===== src/rtl/shift_reg_seq.sv =====
// shift_reg_seq: command sequencer for the 4-bit shift_reg datapath.
// Accepts LOAD / SHR n / SHL n / LOAD_SHR n commands and generates the
// per-cycle cntrl codes. It returns the final register contents with a
// one-cycle response pulse.
//
// Handshake: a command transfers on a rising edge where cmd_valid=1 and
// cmd_ready=1. cmd_ready is high only in IDLE and while reset is released.
// cmd_* is ignored at every other edge and nothing is queued. rsp_valid is
// a single-cycle pulse with no back-pressure.
module shift_reg_seq #(
  parameter int WIDTH = 4,
  parameter int CNT_W = 3
) (
  input  logic             clk,
  input  logic             reset,
  input  logic             cmd_valid,
  output logic             cmd_ready,
  input  logic [1:0]       cmd_op,
  input  logic [WIDTH-1:0] cmd_data,
  input  logic [CNT_W-1:0] cmd_count,
  output logic [1:0]       sr_cntrl,
  output logic [WIDTH-1:0] sr_d,
  input  logic [WIDTH-1:0] sr_q,
  output logic             busy,
  output logic             rsp_valid,
  output logic [WIDTH-1:0] rsp_data,
  output logic [1:0]       dbg_state
);

  typedef enum logic [1:0] {
    S_IDLE  = 2'd0,
    S_LOAD  = 2'd1,
    S_SHIFT = 2'd2,
    S_DONE  = 2'd3
  } state_t;

  localparam logic [1:0] OP_LOAD     = 2'b00;
  localparam logic [1:0] OP_SHR      = 2'b01;
  localparam logic [1:0] OP_SHL      = 2'b10;
  localparam logic [1:0] OP_LOAD_SHR = 2'b11;

  localparam logic [1:0] CN_HOLD  = 2'b00;
  localparam logic [1:0] CN_RIGHT = 2'b01;
  localparam logic [1:0] CN_LEFT  = 2'b10;
  localparam logic [1:0] CN_LOAD  = 2'b11;

  state_t           state;
  logic [1:0]       op_q;
  logic [WIDTH-1:0] data_q;
  logic [CNT_W-1:0] rem_q;

  // Sequencing FSM: latches the command on accept, counts shifts, and captures the response.
  always_ff @(posedge clk) begin
    if (!reset) begin
      state     <= S_IDLE;
      op_q      <= 2'b00;
      data_q    <= '0;
      rem_q     <= '0;
      rsp_valid <= 1'b0;
      rsp_data  <= '0;
    end else begin
      rsp_valid <= 1'b0;
      case (state)
        S_IDLE: begin
          if (cmd_valid) begin
            op_q   <= cmd_op;
            data_q <= cmd_data;
            rem_q  <= cmd_count;
            if (cmd_op == OP_LOAD || cmd_op == OP_LOAD_SHR)
              state <= S_LOAD;
            else if (cmd_count != '0)
              state <= S_SHIFT;
            else
              state <= S_DONE;
          end
        end
        S_LOAD: begin
          // A plain LOAD, or a load-then-shift of zero, has nothing left to shift.
          if (op_q == OP_LOAD || rem_q == '0)
            state <= S_DONE;
          else
            state <= S_SHIFT;
        end
        S_SHIFT: begin
          // SHIFT is only entered with rem_q != 0, so this never wraps.
          rem_q <= rem_q - CNT_W'(1);
          if (rem_q == CNT_W'(1))
            state <= S_DONE;
        end
        S_DONE: begin
          rsp_data  <= sr_q;
          rsp_valid <= 1'b1;
          state     <= S_IDLE;
        end
        default: state <= S_IDLE;
      endcase
    end
  end

  // Output decode from the state register and latched opcode only.
  always_comb begin
    sr_cntrl = CN_HOLD;
    case (state)
      S_LOAD:  sr_cntrl = CN_LOAD;
      S_SHIFT: sr_cntrl = (op_q == OP_SHL) ? CN_LEFT : CN_RIGHT;
      default: sr_cntrl = CN_HOLD;
    endcase
  end

  assign sr_d      = data_q;
  assign busy      = (state != S_IDLE);
  assign cmd_ready = (state == S_IDLE) && reset;
  assign dbg_state = state;

  // OP_SHR is decoded implicitly as the non-SHL shift direction.
  localparam logic [1:0] OP_SHR_UNUSED = OP_SHR;

endmodule

===== config.mk =====
export PLATFORM = sky130hd
export DESIGN_NAME = shift_reg_seq
export DESIGN_NICKNAME = d
export VERILOG_FILES = /design/src/rtl/shift_reg_seq.sv
export SDC_FILE = /design/constraint.sdc
export NUM_CORES = 1
export LEC_CHECK = 0
export BUFFER_PORTS_ARGS = -buffer_cell sky130_fd_sc_hd__buf_2
export CAP_MARGIN = 10
export CORE_AREA = 8 8 51 53
export DETAILED_ROUTE_END_ITERATION = 12
export DIE_AREA = 0 0 59 61
export GPL_TIMING_DRIVEN = 0
export PLACE_DENSITY_LB_ADDON = 0.1
export SLEW_MARGIN = 40
export SYNTH_ARGS = -nofsm -noshare
export SYNTH_HDL_FRONTEND = slang
export SYNTH_SLANG_ARGS = --single-unit

===== constraint.sdc =====
create_clock -name clk -period 3.5 [get_ports clk]
set_clock_uncertainty 0.1 [all_clocks]
set_input_delay 0.875 -clock clk [delete_from_list [all_inputs] [get_ports clk]]
set_output_delay 0.875 -clock clk [all_outputs]
set_load 0.01 [all_outputs]

---- Word level (Yosys, flattened, before mapping) ----
Index checks and enable logic that the tools add are counted.
word-level totals
  bits in registers ....................... 16
  input port bits ......................... 16
  word-level logic and storage cells ...... 39
  output and inout port bits .............. 15
operators by class
  reduce and logical (&&, ||, !) cells .... 13
  $add $sub $neg .......................... 1
  mux-type cells .......................... 11
  eq/ne operators ......................... 8
operators with widths
  operator             number
  $eq 2x2->1 const B   4
  $mux 2               4
  $pmux 2 s4           1
  $logic_not 2->1      3
  $pmux 3 s2           1
  $reduce_and 2->1     3
  $ne 2x2->1 const B   2
  $pmux 2 s2           1
  $reduce_bool 2->1    2
  $eq 3x1->1 const B   1
  $logic_not 3->1      1
  $mux 1               3
  $mux 3               1
  $reduce_bool 3->1    1
  $sub 3x1->3 const B  1
  $eq 2x1->1 const B   1
  $logic_or 1x1->1     2
  $logic_and 1x1->1    1

---- Longest topological paths before layout ----
Gate-level depths: netlist (run 1).
  depth after elaboration ................. 5
  mapped depth ............................ 7
  mapped depth without buffers ............ 6

---- Worst setup path before layout (run 1) ----
OpenSTA, ideal clock, no wires.
  path type ............................... input to output
  start ................................... input reset
  end ..................................... output cmd_ready
  arrival ................................. 1.250 ns
  path slack .............................. 1.275 ns
  buffers on the path ..................... 1
  stages on the path ...................... 2
  data required time ...................... 2.525 ns
  path through ............................ clkbuf_1 -> and2_1
between the ends
  word-level cells in the longest chain between the ends .. 1
RTL lines
  what                RTL line  RTL
  start: declaration  15        input logic reset,
  $logic_and 1x1->1   112       assign cmd_ready = (state == S_IDLE) && reset;
  end: declaration    17        output logic cmd_ready,
No other way between the ends.

---- Final worst setup path (run 1) ----
  start ................................... register state[0] (netlist: dbg_state[0])
  end ..................................... output sr_cntrl[1]
between the ends
  word-level cells in the longest chain between the ends .. 2
  elaborated cells on any way between the ends .. 3
  classes of those cells .................. eq/ne (2); mux (1)
RTL lines
  what                                      RTL line  RTL
  start: declaration                        47        state_t state;
  start signal: assignment                  55        state <= S_IDLE;
  start signal: assignment                  70        state <= S_LOAD;
  start signal: assignment                  72        state <= S_SHIFT;
  $eq 2x2->1 or $eq 2x1->1 (tied branches)  103       case (state)
  $pmux 2 s2 *                              103
  end: declaration                          21        output logic [1:0] sr_cntrl,
Every way passes the cells marked *; elsewhere a longest branch is shown, timed or not.

==> impl_summary.txt, run 1 <==
----------------------------------------------------
[Run status]
  Run status ... finished, final reports clean

[Clocking]
  Clock tree from TritonCTS ... done
  Library cell used as clock root buffer ... clkbuf_4
  Clock buffer count from CTS ... 3
  Clk Latency, worst-skew pair ... 0.29 ns
  Number of buffers inserted to repair setup after CTS ... 0
  Sink Count ... 16
  Maximum count of clock buffers along a single path ... 2
  Cells resized by post-CTS repair ... 0
  Clock transition at the register clock pins on the worst setup and hold paths after CTS ... 0.10 ns
  Clock H-tree levels ... 1
  Hold buffer count at cts ... 0

[Final layout]
  Most used cells in the layout excluding fill and tap cells ... buf_2, dfxtp_1, nand2_1, nor2b_1, ha_1
  Area added between synthesis and finish ... 24.7%
  Ratio of cells with drive above 1 in the final layout ... 32.6%
  Fill cell total of the finished layout ... 189
  Final cell count without fillers ... 156
  Layout net count ... 153
  Most frequent standard cell in the layout excluding fill and tap cells ... buf_2
  Diode insertion count for antenna repair ... 0
  Final core utilization ... 58.9%

[Global route]
  Initial antenna violation count ... 0
  Largest net degree at the start of global routing ... 11
  Wire length of the first global-routing pass ... 3170 um
  GRT Overall Usage ... 11.1%
  Remaining global-route overflow ... 0
  Via count of the first global-routing pass ... 741

[Die]
  Die footprint ... 0.00360 mm2
  Number of ports placed on the die boundary ... 31
  Effective utilization at floorplan ... 47.2%
  Number of rows in the core area ... 16
  Width of the die ... 59 um
  Core region area ... 0.00184 mm2
  Die span in y ... 61 um

[Power]
  P_leak ... 0.503 nW
  Internal power component ... 0.000465 W
  Share of total power in sequential cells ... 32.1%
  Switching Share ... 39.6%
  Gate power share ... 51.5%
  Power density relative to cell area ... 711 mW/mm2
  Share of total power in the clock network ... 16.4%
  Worst voltage drop across the vdd grid ... 0.345 mV
  Switch Pwr ... 0.000306 W

[Drt]
  Drt via density ... 4.83
  Count of routing violations after the opening detailed-route iteration ... 9
  DRC violations left ... 0
  Wire length after detailed routing ... 1920 um
  Via Count ... 754
  Residual antenna-violating net count after detailed routing ... 0
  Routed length per instance ... 12.3 um
  Count of TritonRoute iterations in the first routing pass ... 7

[STA]
  Sum Neg Setup Slack ... 0 ns
  Hold Fails Final Rpt ... 0
  Final-report max-slew violation count ... 0
  Fmax ... 383 MHz
  Final-layout worst hold slack ... 0.356 ns
  Transition time at the pin with the least slew margin ... 0.404 ns
  Relative max-transition margin ... 72.6%
  Minimum clock period ... 2.61 ns
  RSZ-0062 raised after global routing ... no
  Part of the cycle the worst path needs ... 74.6%
  Endpoints failing setup ... 0

[Synth]
  Number of warnings issued by yosys ... 0
  Number of nets in the synthesized netlist ... 119
  Gate count after technology mapping ... 96
  Proportion of synthesized chip area in sequential cells ... 36.8%
  Syn_area_per_cell ... 9.06 um2
  Synthesized flop and latch total ... 16
  Distinct cell type count of the synthesized netlist ... 29
  Netlist Area Pre-Place ... 870 um2

[Placement]
  Final HPWL DP ... 1520 um
  Port Buffer Count ... 29
  Post-Place Cells ... 152
  Routability congestion estimate ... 0.701

[Worst hold path]
  Hold path depth ... 2
  Startpoint of the tightest hold check path ... sr_d[0]
  Type of the worst min-delay path ... flop to flop
  Worst min-delay path endpoint ... sr_d[0]

[Worst setup path]
  Worst reg-to-reg setup slack ... 1.68 ns
  Worst r2r dst ... rem_q[2]
  Worst Setup End Kind ... output port
  Worst Setup Path Type ... flop to output port
  Worst-case reg-to-reg path depth ... 6
  Data arrival time of the worst path ... 1.64 ns
  Worst Path Required ... 2.52 ns
  CP max FO ... 10
  Reg-to-Reg Start ... dbg_state[0]
  Largest stage delay, worst path ... 0.42 ns
  CP max-delay cell ... dfxtp_1
  Cells traversed along the worst timing path ... inv_1 > ha_1 > buf_2 > inv_1 > nor2_1 > o21a_1 > buf_2
  Critical Path Source Type ... flop

[Run]
  Max Cap Viol ... 0

----------------------------------------------------
-- power by group through the flow --
stage / sequential (W) / combinational, W / clock [W]
6_report: 0.000248 / 0.000397 / 0.000126
5_1_grt: 0.000255 / 0.000441 / 0.000138
4_1_cts: 0.000249 / 0.000403 / 0.000130
3_3_place_gp: 0.000251 / 0.000388 / 0
2_1_floorplan: 0.000260 / 0.000282 / 0
3_5_place_dp: 0.000253 / 0.000399 / 0
-- per-stage QoR --
step	area [um2]	setup WS (ns)	total power, W
6_report	1080	0.888	0.000771
5_1_grt	1080	0.768	0.000834
4_1_cts	1080	0.848	0.000782
3_5_place_dp	1050	0.853	0.000652
3_3_place_gp	1050	0.863	0.000640
2_1_floorplan	870	1.28	0.000542
-- area by class of cell --
cell class	count	area (um2)	share of cell area [%]
clock buffer	4	36.3	3.34
buffer	5	22.5	2.08
multi-input combinational	68	500	46.1
inverter	7	26.3	2.42
timing repair buffer	29	145	13.4
tap	27	33.8	3.11
sequential	16	320	29.5
-- flip-flops by register name (all words and copies together), names as in the netlist --
register   count
dbg_state      2
op_q           2
rem_q          3
rsp_data       4
rsp_valid      1
sr_d           4
-- worst max-delay path: cells and delay by family (launching register included) --
kind                     cells  cell delay, ns
adder cells (fa/ha/maj)      1            0.23
AND/OR/NAND/NOR              1            0.05
buffers and inverters        4            0.51
flip-flops                   1            0.42
AO/OA/AOI/OAI                1            0.15
-- per-layer routing --
layer | global-route usage [%] | part of all wire [%]
met1 | 11.8 | 43
met2 | 20.1 | 48
met3 | 4.24 | 8.2
met4 | 3.07 | 0.52
met5 | 0 | 0
-- synth_stat cells, drive strengths merged --
cell type	n	area, um2
dfxtp	16	320
nand2	10	37.5
nor2b	9	58.8
ha	7	87.6
inv	7	26.3
a21boi	6	45.0
mux2i	6	63.8
nand3	6	30.0
and2	3	18.8
buf	3	15.0
nor2	3	11.3
o21ai	3	15.0
a211oi	2	20.0
a21oi	2	10.0
a2bb2oi	2	23.8
clkbuf	2	7.51
nand2b	2	12.5
o311a	2	20.0
mux2	1	15.0
o21a	1	7.51
o22ai	1	6.26
o32ai	1	8.76
xor2	1	8.76
-- worst max path at each step --
| stage | from | end | slack [ns] | cells past startpoint |
|---|---|---|---|---|
| global route | dbg_state[0] | sr_cntrl[1] | 0.77 | 7 |
| finish | dbg_state[0] | sr_cntrl[1] | 0.89 | 7 |
| detailed placement | reset | cmd_ready | 0.85 | 4 |
| CTS | reset | cmd_ready | 0.85 | 4 |
| floorplan | reset | cmd_ready | 1.28 | 2 |
| global placement | reset | cmd_ready | 0.86 | 4 |
-- cells by family after synthesis --
| logic type | share of synthesized area [%] |
|---|---|
| AOI/OAI and AO/OA | 18.0 |
| adders and majority gates | 10.1 |
| and+or+nand+nor | 19.4 |
| muxes | 9.06 |
| buffers and inverters | 5.61 |
| xor gates and xnor gates | 1.01 |
| DFF | 36.8 |
Note: power is estimated with default switching activity, not from simulation.
==> inputs of run 2 (changes only) <==
--- a/config.mk
+++ b/config.mk
@@ -7,9 +7,9 @@
 export LEC_CHECK = 0
 export BUFFER_PORTS_ARGS = -buffer_cell sky130_fd_sc_hd__buf_2
 export CAP_MARGIN = 10
-export CORE_AREA = 8 8 51 53
+export CORE_AREA = 8 8 54 56
 export DETAILED_ROUTE_END_ITERATION = 12
-export DIE_AREA = 0 0 59 61
+export DIE_AREA = 0 0 62 64
 export GPL_TIMING_DRIVEN = 0
 export PLACE_DENSITY_LB_ADDON = 0.1
 export SLEW_MARGIN = 40
==> constraint.sdc (replaced) <==
create_clock -name clk -period 2.3 [get_ports clk]
set_clock_uncertainty 0.1 [all_clocks]
set_input_delay 0.575 -clock clk [delete_from_list [all_inputs] [get_ports clk]]
set_output_delay 0.575 -clock clk [all_outputs]
set_load 0.01 [all_outputs]
==> run 2 against run 1 <==
Net effect: setup slack got worse by 0.77 ns; wire length is 1.4% higher; critical path depth unchanged; first-iteration DRC count rose by 130%; via count is 0.40% lower; count of clock-buffer cells in the layout is the same; critical path type unchanged; combinational power rose by 55%; cell area increased by 0.92%; worst hold slack lost 0.0015 ns; clock power rose by 48%.
==> impl_summary.txt, run 2 (synthesis gave the netlist of run 1 again) <==
----------------------------------------------------
[Global route]
  Via count of the first global-routing pass ... 752
  Remaining global-route overflow ... 0
  Initial antenna violation count ... 0
  GRT Overall Usage ... 10.3%
  Wire length of the first global-routing pass ... 3210 um
  Largest net degree at the start of global routing ... 11

[STA]
  Sum Neg Setup Slack ... 0 ns
  Hold Fails Final Rpt ... 0
  Final-report max-slew violation count ... 0
  Endpoints failing setup ... 0
  Minimum clock period ... 2.18 ns
  RSZ-0062 raised after global routing ... no
  Fmax ... 458 MHz
  Part of the cycle the worst path needs ... 94.9%
  Relative max-transition margin ... 73.2%
  Transition time at the pin with the least slew margin ... 0.395 ns

[Drt]
  Count of routing violations after the opening detailed-route iteration ... 21
  Via Count ... 751
  Residual antenna-violating net count after detailed routing ... 0
  Count of TritonRoute iterations in the first routing pass ... 4
  Wire length after detailed routing ... 1940 um
  Drt via density ... 4.78
  DRC violations left ... 0
  Routed length per instance ... 12.4 um

[Final layout]
  Area added between synthesis and finish ... 25.9%
  Most used cells in the layout excluding fill and tap cells ... buf_2, dfxtp_1, nand2_1, nor2b_1, ha_1
  Final core utilization ... 52.0%
  Layout net count ... 153
  Final design area excluding fillers ... 0.00109 mm2
  Register area ... 324 um2
  Ratio of cells with drive above 1 in the final layout ... 33.3%
  Diode insertion count for antenna repair ... 0
  Most frequent standard cell in the layout excluding fill and tap cells ... buf_2
  Area used by multi-input combinational logic ... 500 um2
  Fill cell total of the finished layout ... 222

[Run status]
  Run status ... finished, final reports clean

[Worst setup path]
  Data arrival time of the worst path ... 1.51 ns
  Worst Setup Path Type ... flop to output port
  Worst Setup End Kind ... output port
  CP max FO ... 10
  Worst setup startpoint ... dbg_state[0]
  Worst Path Required ... 1.62 ns
  Critical Path Source Type ... flop
  Reg-to-Reg Start ... dbg_state[0]

[Clocking]
  Clock H-tree levels ... 1
  Clock transition at the register clock pins on the worst setup and hold paths after CTS ... 0.09 ns
  Clk Latency, worst-skew pair ... 0.28 ns
  Maximum count of clock buffers along a single path ... 2
  Clock buffer count from CTS ... 3
  Clock tree from TritonCTS ... done
  Sink Count ... 16
  Hold buffer count at cts ... 0
  Library cell used as clock root buffer ... clkbuf_4

[Placement]
  Port Buffer Count ... 29
  Final HPWL DP ... 1540 um
  Post-detailed-placement cell area ... 0.00105 mm2
  Routability congestion estimate ... 0.719

[Die]
  Number of rows in the core area ... 17
  Number of ports placed on the die boundary ... 31
  Effective utilization at floorplan ... 41.3%
  Die footprint ... 0.00397 mm2
  Width of the die ... 62 um
  Die span in y ... 64 um
  Core region area ... 0.00211 mm2

[Worst hold path]
  Type of the worst min-delay path ... flop to flop
  Startpoint of the tightest hold check path ... sr_d[2]

[Power]
  Power density relative to cell area ... 1080 mW/mm2
  Worst voltage drop across the vdd grid ... 0.599 mV
  P_leak ... 0.505 nW

[Run]
  Max Cap Viol ... 0

----------------------------------------------------
## run 2: cell types whose count changed in the layout (fill, tap and decap cells not counted)
cell and delta:
dfxtp_4 +1, clkbuf_4 +1, buf_4 +1, buf_2 -2, dfxtp_1 -1
## run 2: final cells by class
cell class,count,share of cell area (%)
Timing Repair Buffer,29,13.3
Inverter,7,2.40
Buffer,5,2.51
Clock buffer,4,3.31
Sequential cell,16,29.6
Tap cell,28,3.20
Multi-Input combinational cell,68,45.7
## run 2: where the power goes
group | switching, W | internal, W | total [W]
Combinational | 0.000329 | 0.000285 | 0.000614
Clock | 0.0000900 | 0.0000962 | 0.000186
Sequential | 0.0000415 | 0.000340 | 0.000382
## run 2: critical path: stages (launching register included)
cell and delay [ns]:
dfxtp_4 0.38, inv_1 0.06, ha_1 0.21, buf_4 0.18
inv_1 0.07, nor2_1 0.05, o21a_1 0.15, buf_2 0.13
## run 2: path summary, 6_finish.rpt
check	end	slack, ns	cells after the start
worst min-delay path	sr_d[2]	0.35	2
worst max register to register	rem_q[2]	0.63	6
worst min register to register	sr_d[2]	0.35	2
worst max-delay path	sr_cntrl[1]	0.12	7
## run 2: through the flow
step	hold WS, ns	instances	total power (W)	setup WS (ns)
6_report	0.355	157	0.00118	0.118
3_3_place_gp	0.337	153	0.000980	0.243
5_1_grt	0.371	157	0.00127	0.00759
2_1_floorplan	0.343	96	0.000825	0.451
4_1_cts	0.359	157	0.00118	0.0590
3_5_place_dp	0.345	153	0.000994	0.249
## run 2: metal layers
metal | vias to the layer above | track usage, % | part of all wire, % | wire length [um]
li1 | 390 | - | - | -
met1 | 338 | 12.2 | 47 | 905
met2 | 21 | 16.3 | 44 | 862
met3 | 2 | 4.00 | 8.4 | 164
met4 | 0 | 3.42 | 0.46 | 9
met5 | - | 0 | 0 | 0
## run 2: timing repair
action | 4_1_cts | 5_1_grt
setup buffers | 0 | 0
setup endpoints to repair | 1 | 2
gates resized for setup | 1 | 4
